**src/rtl/mc_control_fsm_if.sv**
```systemverilog
// Control bundle between the multi-cycle main control FSM and the RV32I datapath.
// With ILLEGAL_TRAP_EN defined the bundle also carries illegal_instr.
interface mc_control_fsm_if #(
   parameter int unsigned CNT_W = 32
) ();
   logic [6:0]       op;
   logic             zero;
   logic             PCWrite;
   logic             AdrSrc;
   logic             MemWrite;
   logic             IRWrite;
   logic [1:0]       ResultSrc;
   logic [1:0]       ALUSrcA;
   logic [1:0]       ALUSrcB;
   logic [1:0]       ALUOp;
   logic             RegWrite;
   logic [3:0]       state;
   logic [CNT_W-1:0] instret;
`ifdef ILLEGAL_TRAP_EN
   logic             illegal_instr;

   modport master (
      input  op, zero,
      output PCWrite, AdrSrc, MemWrite, IRWrite, ResultSrc, ALUSrcA, ALUSrcB, ALUOp,
             RegWrite, state, instret, illegal_instr
   );

   modport slave (
      output op, zero,
      input  PCWrite, AdrSrc, MemWrite, IRWrite, ResultSrc, ALUSrcA, ALUSrcB, ALUOp,
             RegWrite, state, instret, illegal_instr
   );
`else
   modport master (
      input  op, zero,
      output PCWrite, AdrSrc, MemWrite, IRWrite, ResultSrc, ALUSrcA, ALUSrcB, ALUOp,
             RegWrite, state, instret
   );

   modport slave (
      output op, zero,
      input  PCWrite, AdrSrc, MemWrite, IRWrite, ResultSrc, ALUSrcA, ALUSrcB, ALUOp,
             RegWrite, state, instret
   );
`endif
endinterface

```
**src/rtl/mc_control_fsm.sv**
```systemverilog
// Multi-cycle RV32I main control FSM (Moore) with a retired-instruction counter.
// Define ILLEGAL_TRAP_EN to park unsupported opcodes in TRAP instead of retiring them as NOPs.
module mc_control_fsm #(
   parameter int unsigned CNT_W = 32
) (
   input  logic             clk,
   input  logic             reset,
   mc_control_fsm_if.master bus
);
   typedef enum logic [3:0] {
      StFetch    = 4'd0,
      StDecode   = 4'd1,
      StMemAdr   = 4'd2,
      StMemRead  = 4'd3,
      StMemWb    = 4'd4,
      StMemWrite = 4'd5,
      StExecuteR = 4'd6,
      StExecuteI = 4'd7,
      StAluWb    = 4'd8,
      StBeq      = 4'd9,
      StJal      = 4'd10,
      StTrap     = 4'd11
   } state_e;

   localparam logic [6:0] OpLoad   = 7'b0000011;
   localparam logic [6:0] OpStore  = 7'b0100011;
   localparam logic [6:0] OpRtype  = 7'b0110011;
   localparam logic [6:0] OpItype  = 7'b0010011;
   localparam logic [6:0] OpBranch = 7'b1100011;
   localparam logic [6:0] OpJal    = 7'b1101111;

   state_e           r_state;
   state_e           w_next_state;
   logic [CNT_W-1:0] r_instret;
   logic             w_pc_update;
   logic             w_branch;
   logic             w_mem_write;
   logic             w_ir_write;
   logic             w_reg_write;
   logic             w_retire;

   always_ff @(posedge clk) begin
      if (reset) begin
         r_state   <= StFetch;
         r_instret <= '0;
      end else begin
         r_state <= w_next_state;
         if (w_retire) begin
            r_instret <= r_instret + CNT_W'(1);
         end
      end
   end

   // An instruction retires on the edge that returns to FETCH from any other state.
   assign w_retire = (w_next_state == StFetch) && (r_state != StFetch);

   always_comb begin
      w_next_state  = r_state;
      w_pc_update   = 1'b0;
      w_branch      = 1'b0;
      w_mem_write   = 1'b0;
      w_ir_write    = 1'b0;
      w_reg_write   = 1'b0;
      bus.AdrSrc    = 1'b0;
      bus.ResultSrc = 2'b00;
      bus.ALUSrcA   = 2'b00;
      bus.ALUSrcB   = 2'b00;
      bus.ALUOp     = 2'b00;
      case (r_state)
         StFetch: begin
            w_ir_write    = 1'b1;
            w_pc_update   = 1'b1;
            bus.ALUSrcB   = 2'b10;
            bus.ResultSrc = 2'b10;
            w_next_state  = StDecode;
         end
         StDecode: begin
            bus.ALUSrcA = 2'b01;
            bus.ALUSrcB = 2'b01;
            case (bus.op)
               OpLoad, OpStore: w_next_state = StMemAdr;
               OpRtype:         w_next_state = StExecuteR;
               OpItype:         w_next_state = StExecuteI;
               OpBranch:        w_next_state = StBeq;
               OpJal:           w_next_state = StJal;
`ifdef ILLEGAL_TRAP_EN
               default:         w_next_state = StTrap;
`else
               default:         w_next_state = StFetch;
`endif
            endcase
         end
         StMemAdr: begin
            bus.ALUSrcA  = 2'b10;
            bus.ALUSrcB  = 2'b01;
            w_next_state = (bus.op == OpLoad) ? StMemRead : StMemWrite;
         end
         StMemRead: begin
            bus.AdrSrc   = 1'b1;
            w_next_state = StMemWb;
         end
         StMemWb: begin
            bus.ResultSrc = 2'b01;
            w_reg_write   = 1'b1;
            w_next_state  = StFetch;
         end
         StMemWrite: begin
            bus.AdrSrc   = 1'b1;
            w_mem_write  = 1'b1;
            w_next_state = StFetch;
         end
         StExecuteR: begin
            bus.ALUSrcA  = 2'b10;
            bus.ALUOp    = 2'b10;
            w_next_state = StAluWb;
         end
         StExecuteI: begin
            bus.ALUSrcA  = 2'b10;
            bus.ALUSrcB  = 2'b01;
            bus.ALUOp    = 2'b10;
            w_next_state = StAluWb;
         end
         StAluWb: begin
            w_reg_write  = 1'b1;
            w_next_state = StFetch;
         end
         StBeq: begin
            bus.ALUSrcA  = 2'b10;
            bus.ALUOp    = 2'b01;
            w_branch     = 1'b1;
            w_next_state = StFetch;
         end
         StJal: begin
            bus.ALUSrcA  = 2'b01;
            bus.ALUSrcB  = 2'b10;
            w_pc_update  = 1'b1;
            w_next_state = StAluWb;
         end
`ifdef ILLEGAL_TRAP_EN
         StTrap: w_next_state = StTrap;
`endif
         default: w_next_state = StFetch;
      endcase
   end

   assign bus.PCWrite  = ~reset & (w_pc_update | (w_branch & bus.zero));
   assign bus.MemWrite = ~reset & w_mem_write;
   assign bus.IRWrite  = ~reset & w_ir_write;
   assign bus.RegWrite = ~reset & w_reg_write;
   assign bus.state    = r_state;
   assign bus.instret  = r_instret;
`ifdef ILLEGAL_TRAP_EN
   assign bus.illegal_instr = (r_state == StTrap);
`endif
endmodule

```
**src/flat_wrapper.sv**
```systemverilog
// flat-port wrapper written by rule: the top's interface ports become plain ports
module mc_control_fsm_flat 
#(
   parameter int unsigned CNT_W = 32
)
  (clk, reset, bus_op, bus_zero, bus_PCWrite, bus_AdrSrc, bus_MemWrite, bus_IRWrite, bus_ResultSrc, bus_ALUSrcA, bus_ALUSrcB, bus_ALUOp, bus_RegWrite, bus_state, bus_instret);
  mc_control_fsm_if #(.CNT_W(CNT_W)) bus_i ();
  input  logic clk;
  input  logic reset;
  input wire logic [$bits(bus_i.op)-1:0] bus_op;
  input wire logic [$bits(bus_i.zero)-1:0] bus_zero;
  output wire logic [$bits(bus_i.PCWrite)-1:0] bus_PCWrite;
  output wire logic [$bits(bus_i.AdrSrc)-1:0] bus_AdrSrc;
  output wire logic [$bits(bus_i.MemWrite)-1:0] bus_MemWrite;
  output wire logic [$bits(bus_i.IRWrite)-1:0] bus_IRWrite;
  output wire logic [$bits(bus_i.ResultSrc)-1:0] bus_ResultSrc;
  output wire logic [$bits(bus_i.ALUSrcA)-1:0] bus_ALUSrcA;
  output wire logic [$bits(bus_i.ALUSrcB)-1:0] bus_ALUSrcB;
  output wire logic [$bits(bus_i.ALUOp)-1:0] bus_ALUOp;
  output wire logic [$bits(bus_i.RegWrite)-1:0] bus_RegWrite;
  output wire logic [$bits(bus_i.state)-1:0] bus_state;
  output wire logic [$bits(bus_i.instret)-1:0] bus_instret;
  assign bus_i.op = bus_op;
  assign bus_i.zero = bus_zero;
  assign bus_PCWrite = bus_i.PCWrite;
  assign bus_AdrSrc = bus_i.AdrSrc;
  assign bus_MemWrite = bus_i.MemWrite;
  assign bus_IRWrite = bus_i.IRWrite;
  assign bus_ResultSrc = bus_i.ResultSrc;
  assign bus_ALUSrcA = bus_i.ALUSrcA;
  assign bus_ALUSrcB = bus_i.ALUSrcB;
  assign bus_ALUOp = bus_i.ALUOp;
  assign bus_RegWrite = bus_i.RegWrite;
  assign bus_state = bus_i.state;
  assign bus_instret = bus_i.instret;
  mc_control_fsm #(.CNT_W(CNT_W)) u_core (.clk(clk), .reset(reset), .bus(bus_i));
endmodule
```
**config.mk**
```make
export PLATFORM = sky130hd
export DESIGN_NAME = mc_control_fsm_flat
export DESIGN_NICKNAME = d
export VERILOG_FILES = /design/src/rtl/mc_control_fsm_if.sv /design/src/rtl/mc_control_fsm.sv /design/src/flat_wrapper.sv
export SDC_FILE = /design/constraint.sdc
export NUM_CORES = 1
export LEC_CHECK = 0
export ABC_AREA = 1
export BUFFER_PORTS_ARGS = -buffer_cell sky130_fd_sc_hd__buf_2
export CORE_MARGIN = 2
export CORE_UTILIZATION = 25
export DETAILED_ROUTE_END_ITERATION = 10
export GPL_ROUTABILITY_DRIVEN = 1
export PLACE_DENSITY = 0.48
export SLEW_MARGIN = 20
export SYNTH_ARGS = -nofsm -noshare
export SYNTH_HDL_FRONTEND = slang
export SYNTH_SLANG_ARGS = --single-unit
export TNS_END_PERCENT = 30
```
**constraint.sdc**
```tcl
create_clock -name clk -period 2.2 [get_ports clk]
set_input_delay 0 -clock clk [delete_from_list [all_inputs] [get_ports clk]]
set_output_delay 0 -clock clk [all_outputs]
set_load 0.01 [all_outputs]
```
==> results.py, run 1 <==
metrics = {
    "run_status": {
        "status": "finished, final reports clean",
    },
    "critical_path": {
        "end_kind": "register",
        "path_buf_inv": 0,
        "required_ns": 2.43,
        "r2r-end": "u_core.bus.instret[10]",
        "crit_arrival_ns": 1.99,
        "r2r_setup_slack_ns": 0.44,
        "critPathKind": "register to register",
        "crit_family": "simple AND/OR/NAND/NOR gates",
        "path_cells": "ha_1, nand2_1, nor2_4, nand2_2, nor2_2, xor2_1, nand3_1, a21oi_1",
        "worstSetupStartpoint": "u_core.bus.instret[0]",
        "startpoint_type": "register",
        "r2r-start": "u_core.bus.instret[0]",
        "cp_max_fo": 8,
        "slowest_delay_ns": 0.48,
        "cp_slowest_cell": "dfxtp_1",
        "r2r_cells": 8,
    },
    "grt": {
        "antenna_found_initial": 0,
        "grt_max_degree": 33,
        "grt_pass1_wl_mm": 13.4,
        "grt.overflow.total": 0,
        "grt.total_usage_pct": 14.8,
        "grt_pass1_vias": 2806,
    },
    "clock_network": {
        "cts_tree": "built",
        "clockBufferDepth": 2,
        "path_clk_slew_ns": 0.08,
        "cts_root_buffer": "clkbuf_8",
        "cts_setup_buffers": 0,
        "post_cts_resized": 0,
        "cts.sinks": 36,
        "ctsHoldBuffers": 0,
        "insertion_delay_ns": 0.29,
        "ctsHtreeMaxLevel": 2,
        "cts_buffers": 5,
    },
    "route": {
        "drt-pass1-iter-count": 4,
        "vias": 2861,
        "drtIter0Drc": 155,
        "wl_mm": 7.88,
        "wire_per_inst_um": 12.6,
        "viasPerCell": 4.56,
        "drc": 0,
        "ant_nets": 0,
    },
    "cells_and_area": {
        "antenna_cells": 0,
        "drive_above_1_share_pct": 20.0,
        "mostFrequentLayoutCell": "nand2_1",
        "num-fill-cells": 1195,
        "syn2layout_area_growth_pct": 20.6,
        "multi_input_area_sq_mm": 0.00167,
        "final_cell_mix": "nand2_1, nor2_1, buf_2, dfxtp_1, nand3_1",
        "register_area_sq_um": 721,
        "fin_nets": 501,
        "finish.utilization_pct": 30.7,
    },
    "pwr": {
        "combPwrFrac_pct": 10.1,
        "p_int_uw": 1110,
        "p_switching_uw": 377,
        "ir_drop_mv": 0.195,
        "power.density_mw_per_mm2": 474,
        "p_leak_uw": 0.00131,
        "power.share.clock_pct": 44.7,
        "p_seq_share_pct": 45.2,
        "total_power_uw": 1480,
        "swShare_pct": 25.4,
    },
    "yosys": {
        "synth_compound_area_share_pct": 7.71,
        "synthArstFlopShare_pct": 0,
        "netlist_area_sq_mm": 0.00259,
        "synth_seq_cells": 36,
        "synth_top_area_share_pct": 27.8,
        "ys.flop_type": "dfxtp_1",
        "synth_top_family_by_area": "simple AND/OR/NAND/NOR gates",
        "synth_nets": 443,
        "postSynthCellCount": 432,
        "synthMuxAreaShare_pct": 0,
        "synth_top_cell_by_area": "dfxtp_1",
        "synth-simple-area-share_pct": 52.2,
        "synthTopCellsByArea": "dfxtp_1, nand2_1, nor2_1, nand3_1, a21oi_1",
        "ys_seq_area_share_pct": 27.8,
        "synth_edf_count": 0,
        "synth_cell_types": 26,
        "synth-xor-area-share_pct": 4.05,
        "synthAdderAreaFrac_pct": 0.482,
        "synth-warning-count": 0,
        "syn_avg_cell_area_sq_um": 6.01,
    },
    "worst_hold_path": {
        "hp-start": "bus_op[4]",
        "min_path_type": "input port to register",
        "holdPathEnd": "u_core.bus.state[3]",
        "hold_path_depth": 4,
    },
    "placement": {
        "hpwl_mm": 6.06,
        "gp_congestion": 0.863,
        "io_buffers": 58,
    },
    "floorplanning": {
        "core_sq_mm": 0.0102,
        "placementRows": 37,
        "initial_utilization_pct": 25.5,
        "pin_count": 59,
        "dieArea_sq_mm": 0.0112,
        "die_x_um": 106,
        "die_h_um": 106,
    },
    "timing": {
        "max_slew_margin_pct": 66.7,
        "tightest_slew_ns": 0.499,
        "clock_skew_ns": 0.00427,
        "fmax_mhz": 567,
        "min_period_ns": 1.76,
        "rsz0062_at_grt": "no",
        "drv_slew": 0,
        "hold_viol": 0,
        "fin_crit_sh_pct": 80.1,
        "finalSetupViolCount": 0,
        "fin_setup_tns_ns": 0,
    },
    "flow_run": {
        "drv_cap": 0,
    },
}
power groups by stage:
| stage | Combinational, uW | Clock [uW] | Sequential [uW] |
|---|---|---|---|
| global placement | 151 | 0 | 686 |
| floorplan | 105 | 0 | 687 |
| global route | 168 | 711 | 673 |
| detailed placement | 151 | 0 | 686 |
| CTS | 152 | 681 | 671 |
| finish | 149 | 664 | 671 |
routing by layer:
metal	GRT usage (%)	vias to the layer above	part of all wire, %
met1	18.5	1294	47
met5	0	-	0
met4	4.98	0	2.0
met3	3.09	18	4.2
li1	-	1486	-
met2	25.3	63	47
synth_stat cells, types with 5 or more instances:
cell	number
nand2_2	5
xor2_1	8
nand3_1	35
buf_6	6
nand2_1	161
nor2_4	5
inv_2	5
nor2_1	69
nand3b_1	17
dfxtp_1	36
inv_1	23
a21oi_1	33
registers in the layout (all words and copies together), names as in the netlist:
| register | cells |
|---|---|
| u_core.bus.instret | 32 |
| u_core.bus.state | 4 |
stage by stage:
step	area, sq um	setup slack [ns]	hold WS (ns)	std cells
finish	3130	0.438	0.0736	627
global route	3130	0.209	0.0991	627
CTS	3130	0.408	0.0677	627
detailed placement	3000	0.436	0.331	619
global placement	3000	0.504	0.317	619
floorplan	2590	0.562	0.170	432
how the worst max path moves through the flow:
| stage | end | slack [ns] | cells past startpoint |
|---|---|---|---|
| after floorplan | u_core.bus.instret[10] | 0.56 | 8 |
| after global placement | u_core.bus.instret[10] | 0.50 | 8 |
| after detailed placement | u_core.bus.instret[10] | 0.44 | 8 |
| after CTS | u_core.bus.instret[10] | 0.41 | 8 |
| after global routing | u_core.bus.instret[26] | 0.21 | 9 |
| final | u_core.bus.instret[10] | 0.44 | 8 |
cells by family (layout without fill, tap and decap cells):
kind of cell	count (synthesis)	after routing
AOI/OAI and AO/OA	38	38
xor gates and xnor gates	12	12
and+or+nand+nor	304	304
adders and majority gates	1	1
buffers and inverters	41	100
DFF	36	36
tightest hold or removal path: cells and delay by family:
family / cells / cell delay (ns)
and+or+nand+nor: 2 / 0.17
buffers and inverters: 1 / 0.09
AOI/OAI and AO/OA: 1 / 0.07
final cells by class:
type | count | share of cell area, %
Clock inverter | 1 | 0.960
Multi-Input combinational cell | 355 | 53.4
Sequential cell | 36 | 23.0
Clock buffer | 7 | 3.08
Inverter | 28 | 3.36
Tap cell | 136 | 5.44
Timing Repair Buffer | 64 | 10.7
No activity file was read; power rests on OpenSTA's default activity.
==> inputs of run 2 (changes only) <==
--- a/config.mk
+++ b/config.mk
@@ -11,7 +11,7 @@
 export CORE_UTILIZATION = 25
 export DETAILED_ROUTE_END_ITERATION = 10
 export GPL_ROUTABILITY_DRIVEN = 1
-export PLACE_DENSITY = 0.48
+export PLACE_DENSITY = 0.5
 export SLEW_MARGIN = 20
 export SYNTH_ARGS = -nofsm -noshare
 export SYNTH_HDL_FRONTEND = slang
==> constraint.sdc (replaced) <==
create_clock -name clk -period 1.55 [get_ports clk]
set_input_delay 0 -clock clk [delete_from_list [all_inputs] [get_ports clk]]
set_output_delay 0 -clock clk [all_outputs]
set_load 0.01 [all_outputs]
==> run 2 against run 1 <==
The run now ends with negative setup slack left. Sequential share of layout area fell by 2.7 points. Final cell count up 6.7%. Global-route usage increased by 0.078 points. Die area unchanged. Sequential power rose by 41%. Largest cell class unchanged. Critical path type unchanged. Clock-buffer cell count rose by 1. Register-to-register slack worse by 0.46 ns. Critical endpoint is now u_core.bus.instret[5]. Core utilization grew 5.3 points. Hold slack worse by 0.031 ns.
==> results.py, run 2 (same netlist as run 1, synthesis figures left out) <==
metrics = {
    "run_status": {
        "status": "complete, but fails checks",
        "violations": "negative setup slack",
    },
    "placement": {
        "dp_slack_ns": -0.0884,
        "io_buffers": 58,
        "hpwl_mm": 6.45,
        "gp_congestion": 0.864,
    },
    "critical_path": {
        "critPathKind": "register to register",
        "startpoint_type": "register",
        "cp_slowest_cell": "dfxtp_2",
        "path_cells": "inv_2, nand2_4, nor2_4, nand3_2, nand3_4, nor2_4, nand2_4, clkbuf_16, nand2_1, a21oi_1",
        "cp_max_fo": 8,
        "required_ns": 1.77,
        "slowest_delay_ns": 0.34,
        "crit_arrival_ns": 1.79,
        "end_kind": "register",
    },
    "grt": {
        "antenna_found_initial": 0,
        "grt_pass1_vias": 2817,
        "grt.total_usage_pct": 14.9,
        "grt_pass1_wl_mm": 13.5,
        "grt.overflow.total": 0,
        "grt_max_degree": 32,
    },
    "clock_network": {
        "cts_buffers": 5,
        "path_clk_slew_ns": 0.07,
        "clockBufferDepth": 2,
        "cts_tree": "built",
        "ctsHtreeMaxLevel": 2,
        "cts_root_buffer": "clkbuf_8",
        "cts.sinks": 36,
        "insertion_delay_ns": 0.30,
    },
    "timing": {
        "fin_setup_tns_ns": -0.0687,
        "min_period_ns": 1.57,
        "drv_slew": 0,
        "fmax_mhz": 636,
        "max_slew_margin_pct": 70.9,
        "rsz0062_at_grt": "yes",
        "hold_viol": 0,
        "fin_crit_sh_pct": 101,
        "finalSetupViolCount": 7,
        "clock_skew_ns": 0.00746,
        "tightest_slew_ns": 0.436,
        "layout_setup_ws_ns": -0.0225,
    },
    "route": {
        "ant_nets": 0,
        "wl_mm": 8.52,
        "viasPerCell": 4.57,
        "drt-pass1-iter-count": 4,
        "wire_per_inst_um": 12.7,
        "drtIter0Drc": 121,
        "drc": 0,
        "vias": 3054,
    },
    "cells_and_area": {
        "fin_nets": 543,
        "drive_above_1_share_pct": 33.8,
        "mostFrequentLayoutCell": "nand2_1",
        "syn2layout_area_growth_pct": 41.3,
        "final_cell_mix": "nand2_1, nor2_1, buf_2, buf_4, nand3_1",
        "num-fill-cells": 1145,
        "antenna_cells": 0,
        "largest_register_ffs": 32,
    },
    "floorplanning": {
        "core_sq_mm": 0.0102,
        "die_x_um": 106,
        "initial_utilization_pct": 25.5,
        "dieArea_sq_mm": 0.0112,
        "die_h_um": 106,
        "pin_count": 59,
        "placementRows": 37,
    },
    "pwr": {
        "total_power_uw": 1980,
        "power.density_mw_per_mm2": 539,
        "ir_drop_mv": 0.271,
        "p_leak_uw": 0.00157,
    },
    "flow_run": {
        "drv_cap": 0,
    },
    "worst_hold_path": {
        "min_path_type": "input port to register",
    },
}
==> run 2: area by class of cell <==
type / count / area, sq um / area share [%]
Sequential cell: 36 / 744 / 20.3
Tap cell: 136 / 170 / 4.64
Multi-Input combinational cell: 355 / 1800 / 49.0
Inverter: 28 / 113 / 3.07
Timing Repair Buffer: 106 / 752 / 20.5
Clock buffer: 8 / 90.1 / 2.46
==> run 2: per-stage QoR <==
| step | cell area (sq um) | hold WS [ns] | util, % | instances |
|---|---|---|---|---|
| after global placement | 3310 | 0.314 | 32.5 | 653 |
| after global routing | 3670 | 0.0628 | 36.0 | 669 |
| after floorplan | 2600 | 0.170 | - | 432 |
| final | 3670 | 0.0425 | 36.0 | 669 |
| after detailed placement | 3310 | 0.324 | 32.5 | 653 |
| after CTS | 3410 | 0.0641 | 33.5 | 661 |
==> run 2: routing by layer <==
metal | GRT usage [%] | vias to the layer above | wire, um
met5 | 0 | - | 0
met4 | 4.04 | 0 | 115
met3 | 1.92 | 11 | 301
met2 | 26.6 | 58 | 4220
met1 | 18.7 | 1405 | 3880
li1 | - | 1580 | -
==> run 2: timing repair <==
| item | in CTS | in global routing |
|---|---|---|
| setup endpoints to repair | 32 | 33 |
| gates cloned | 0 | 2 |
| gates resized for setup | 3 | 53 |
| buffers inserted | 0 | 6 |
| pin swaps | 0 | 9 |
| hold buffers | 0 | 0 |
==> run 2: final timing paths <==
path                                              from                      to  slack (ns)  cells after the start
worst max register to register     u_core.bus.state[3]   u_core.bus.instret[5]       -0.02                     10
worst min register to register  u_core.bus.instret[31]  u_core.bus.instret[31]        0.49                      2
worst min-delay path                         bus_op[4]     u_core.bus.state[3]        0.04                      4
worst max-delay path               u_core.bus.state[3]   u_core.bus.instret[5]       -0.02                     10
==> run 2: critical path, delay by kind of cell, from the launching register on <==
kind,cells,cell delay [ns]
buffers and inverters,2,0.27
AO/OA/AOI/OAI,1,0.11
AND/OR/NAND/NOR,7,0.77
flip-flops,1,0.34
==> run 2: power by group <==
part           internal, uW  leakage, uW  switching, uW
Clock                   363    0.0000455            364
Sequential              932     0.000297           14.5
Combinational           128      0.00123            175
==> inputs of run 3 (changes only) <==
--- a/config.mk
+++ b/config.mk
@@ -5,13 +5,11 @@
 export SDC_FILE = /design/constraint.sdc
 export NUM_CORES = 1
 export LEC_CHECK = 0
-export ABC_AREA = 1
 export BUFFER_PORTS_ARGS = -buffer_cell sky130_fd_sc_hd__buf_2
-export CORE_MARGIN = 2
 export CORE_UTILIZATION = 25
 export DETAILED_ROUTE_END_ITERATION = 10
 export GPL_ROUTABILITY_DRIVEN = 1
-export PLACE_DENSITY = 0.5
+export PLACE_DENSITY = 0.51
 export SLEW_MARGIN = 20
 export SYNTH_ARGS = -nofsm -noshare
 export SYNTH_HDL_FRONTEND = slang
==> run 3 against run 2 <==
The run still ends with negative setup slack left. Die area fell by 21%. Sequential power fell by 1%. First-iteration DRC count fell by 2.5%. Via count fell by 17%. Final cell count fell by 24%. Combinational power barely moved. Total power rose by 4.4%. Clock power rose by 14%. Clock-buffer cell count fell by 2. Sequential share of layout area rose by 0.86 points. Core utilization rose by 6.0 points. Hold slack improved by 0.20 ns. Critical endpoint is now u_core.bus.instret[25]. Largest power group unchanged.
==> results.py, run 3 <==
metrics = {
    "critical_path": {
        "path_buf_inv": 1,
        "end_kind": "register",
        "cp_max_fo": 10,
        "path_cells": "or4_4, o22ai_4, o211ai_1, or3_4, buf_12, or4_4, a21oi_2",
        "cp_slowest_cell": "or4_4",
        "crit_arrival_ns": 2.55,
        "required_ns": 1.77,
        "startpoint_type": "register",
        "slowest_delay_ns": 0.51,
        "crit_family": "simple AND/OR/NAND/NOR gates",
        "critPathKind": "register to register",
        "worstSetupStartpoint": "u_core.bus.state[0]",
        "cp_common_cell": "or4_4",
        "r2r-start": "u_core.bus.state[0]",
    },
    "pwr": {
        "power.density_mw_per_mm2": 598,
        "p_leak_uw": 0.00147,
        "total_power_uw": 2070,
        "ir_drop_mv": 0.288,
    },
    "yosys": {
        "ys.flop_type": "dfxtp_1",
        "netlist_area_sq_mm": 0.00213,
        "synthArstFlopShare_pct": 0,
        "synth-warning-count": 0,
        "synthMostInstantiatedCell": "dfxtp_1",
        "synthTopCellsByCount": "dfxtp_1, a21oi_1, nor2_1",
        "synthTopCellsByArea": "dfxtp_1, or4_1, a21oi_1, o31ai_1, nor2_1",
        "ys_seq_area_share_pct": 33.9,
        "synth_edf_count": 0,
        "synth_cell_types": 45,
        "postSynthCellCount": 269,
        "synth_top_cell_by_area": "dfxtp_1",
        "syn_avg_cell_area_sq_um": 7.91,
        "synth_seq_cells": 36,
        "synth_nets": 280,
        "synth_top_area_share_pct": 33.9,
    },
    "timing": {
        "holdWs_ns": 0.241,
        "max_slew_margin_pct": 48.0,
        "layout_setup_ws_ns": -0.783,
        "hold_viol": 0,
        "clock_skew_ns": 0.00664,
        "rsz0062_at_grt": "yes",
        "drv_slew": 0,
        "min_period_ns": 2.33,
        "finalSetupViolCount": 35,
        "tightest_slew_ns": 0.780,
        "fin_crit_sh_pct": 151,
        "fmax_mhz": 429,
    },
    "grt": {
        "grt_max_degree": 40,
        "grt.total_usage_pct": 15.4,
        "grt_pass1_wl_mm": 10.8,
        "grt_pass1_vias": 2401,
        "grt.overflow.total": 0,
        "antenna_found_initial": 0,
    },
    "route": {
        "wire_per_inst_um": 13.3,
        "drtIter0Drc": 118,
        "ant_nets": 0,
        "wl_mm": 6.74,
        "drc": 0,
        "viasPerCell": 4.97,
        "vias": 2524,
        "drt-pass1-iter-count": 4,
    },
    "floorplanning": {
        "initial_utilization_pct": 25.9,
        "placementRows": 33,
        "die_x_um": 94.3,
        "die_h_um": 94.3,
        "pin_count": 59,
        "core_sq_mm": 0.00822,
        "dieArea_sq_mm": 0.00889,
    },
    "clock_network": {
        "cts_tree": "built",
        "cts.sinks": 36,
        "ctsHtreeMaxLevel": 2,
        "clockBufferDepth": 2,
        "path_clk_slew_ns": 0.08,
        "ctsHoldBuffers": 0,
        "insertion_delay_ns": 0.29,
        "cts_root_buffer": "clkbuf_8",
        "cts_buffers": 5,
    },
    "flow_run": {
        "drv_cap": 0,
    },
    "worst_hold_path": {
        "min_path_type": "input port to register",
        "hp-start": "bus_op[5]",
    },
    "run_status": {
        "violations": "negative setup slack",
        "status": "complete, but fails checks",
    },
    "placement": {
        "io_buffers": 58,
        "hpwl_mm": 4.83,
        "post_dp_cell_area_sq_mm": 0.00310,
        "gp_congestion": 0.903,
    },
    "cells_and_area": {
        "fin_area_sq_mm": 0.00345,
        "finish.utilization_pct": 42.0,
        "final_cell_mix": "buf_4, buf_2, dfxtp_1, a21oi_1, nor2_1",
        "mostFrequentLayoutCell": "buf_4",
        "largest_register_ffs": 32,
        "drive_above_1_share_pct": 46.9,
        "fin_nets": 413,
        "antenna_cells": 0,
        "syn2layout_area_growth_pct": 62.3,
    },
}
-- run 3: changes by cell type after synthesis, moves of 11 or more --
cell / change
nor2b_1: +11
nand3b_1: -16
o31ai_1: +17
or4_1: +19
nand3_1: -20
nor3_1: +12
inv_1: -15
nor2_1: -48
nand2_1: -145
-- run 3: area by class of cell --
type	instances	area [sq um]
well taps	105	131
flip-flops and latches	36	731
clock inverters	2	35.0
multi-input cells	206	1460
clock buffers	6	72.6
repair buffers	145	996
fillers	845	4760
inverters	8	30.0
-- run 3: through the flow --
stage / TNS (ns) / setup slack, ns / std cells
floorplan: -22.78 / -0.834 / 269
global placement: -21.97 / -0.797 / 495
detailed placement: -23.57 / -0.870 / 495
CTS: -20.68 / -0.752 / 505
global route: -24.60 / -0.852 / 508
finish: -21.55 / -0.783 / 508
-- run 3: repair_timing --
| action | CTS | global route |
|---|---|---|
| gates cloned | 0 | 1 |
| endpoints found under the setup margin | 37 | 39 |
| hold endpoints to repair | 0 | 0 |
| pin swaps | 13 | 12 |
| setup buffers | 2 | 2 |
| gates resized for setup | 21 | 19 |
-- run 3: worst paths after layout --
check | end | slack [ns] | cells past startpoint
min | u_core.bus.state[3] | 0.24 | 4
max reg2reg | u_core.bus.instret[25] | -0.78 | 7
max | u_core.bus.instret[25] | -0.78 | 7
min reg2reg | u_core.bus.instret[30] | 0.59 | 2
-- run 3: cell families after synthesis --
group	count (synthesis)	synth area share (%)
adders and majority gates	1	0.588
buffers and inverters	27	5.76
AOI/OAI and AO/OA	58	17.3
and+or+nand+nor	132	35.5
muxes	8	4.17
xor gates and xnor gates	7	2.88
DFF	36	33.9
-- run 3: per-layer routing --
metal,track usage (%),up-vias,part of all wire (%)
li1,-,1270,-
met1,19.3,1205,47
met2,26.0,44,48
met3,3.24,5,3.9
met4,4.87,0,0.71
met5,0,-,0
-- run 3: tightest hold or removal path: stages --
cell and delay, ns:
buf_2 0.13, nand3b_1 0.14, or4_4 0.16, a21oi_1 0.06
-- run 3: power breakdown --
group | internal (uW) | switching (uW)
logic | 148 | 153
registers | 929 | 5.28
clock network | 478 | 352
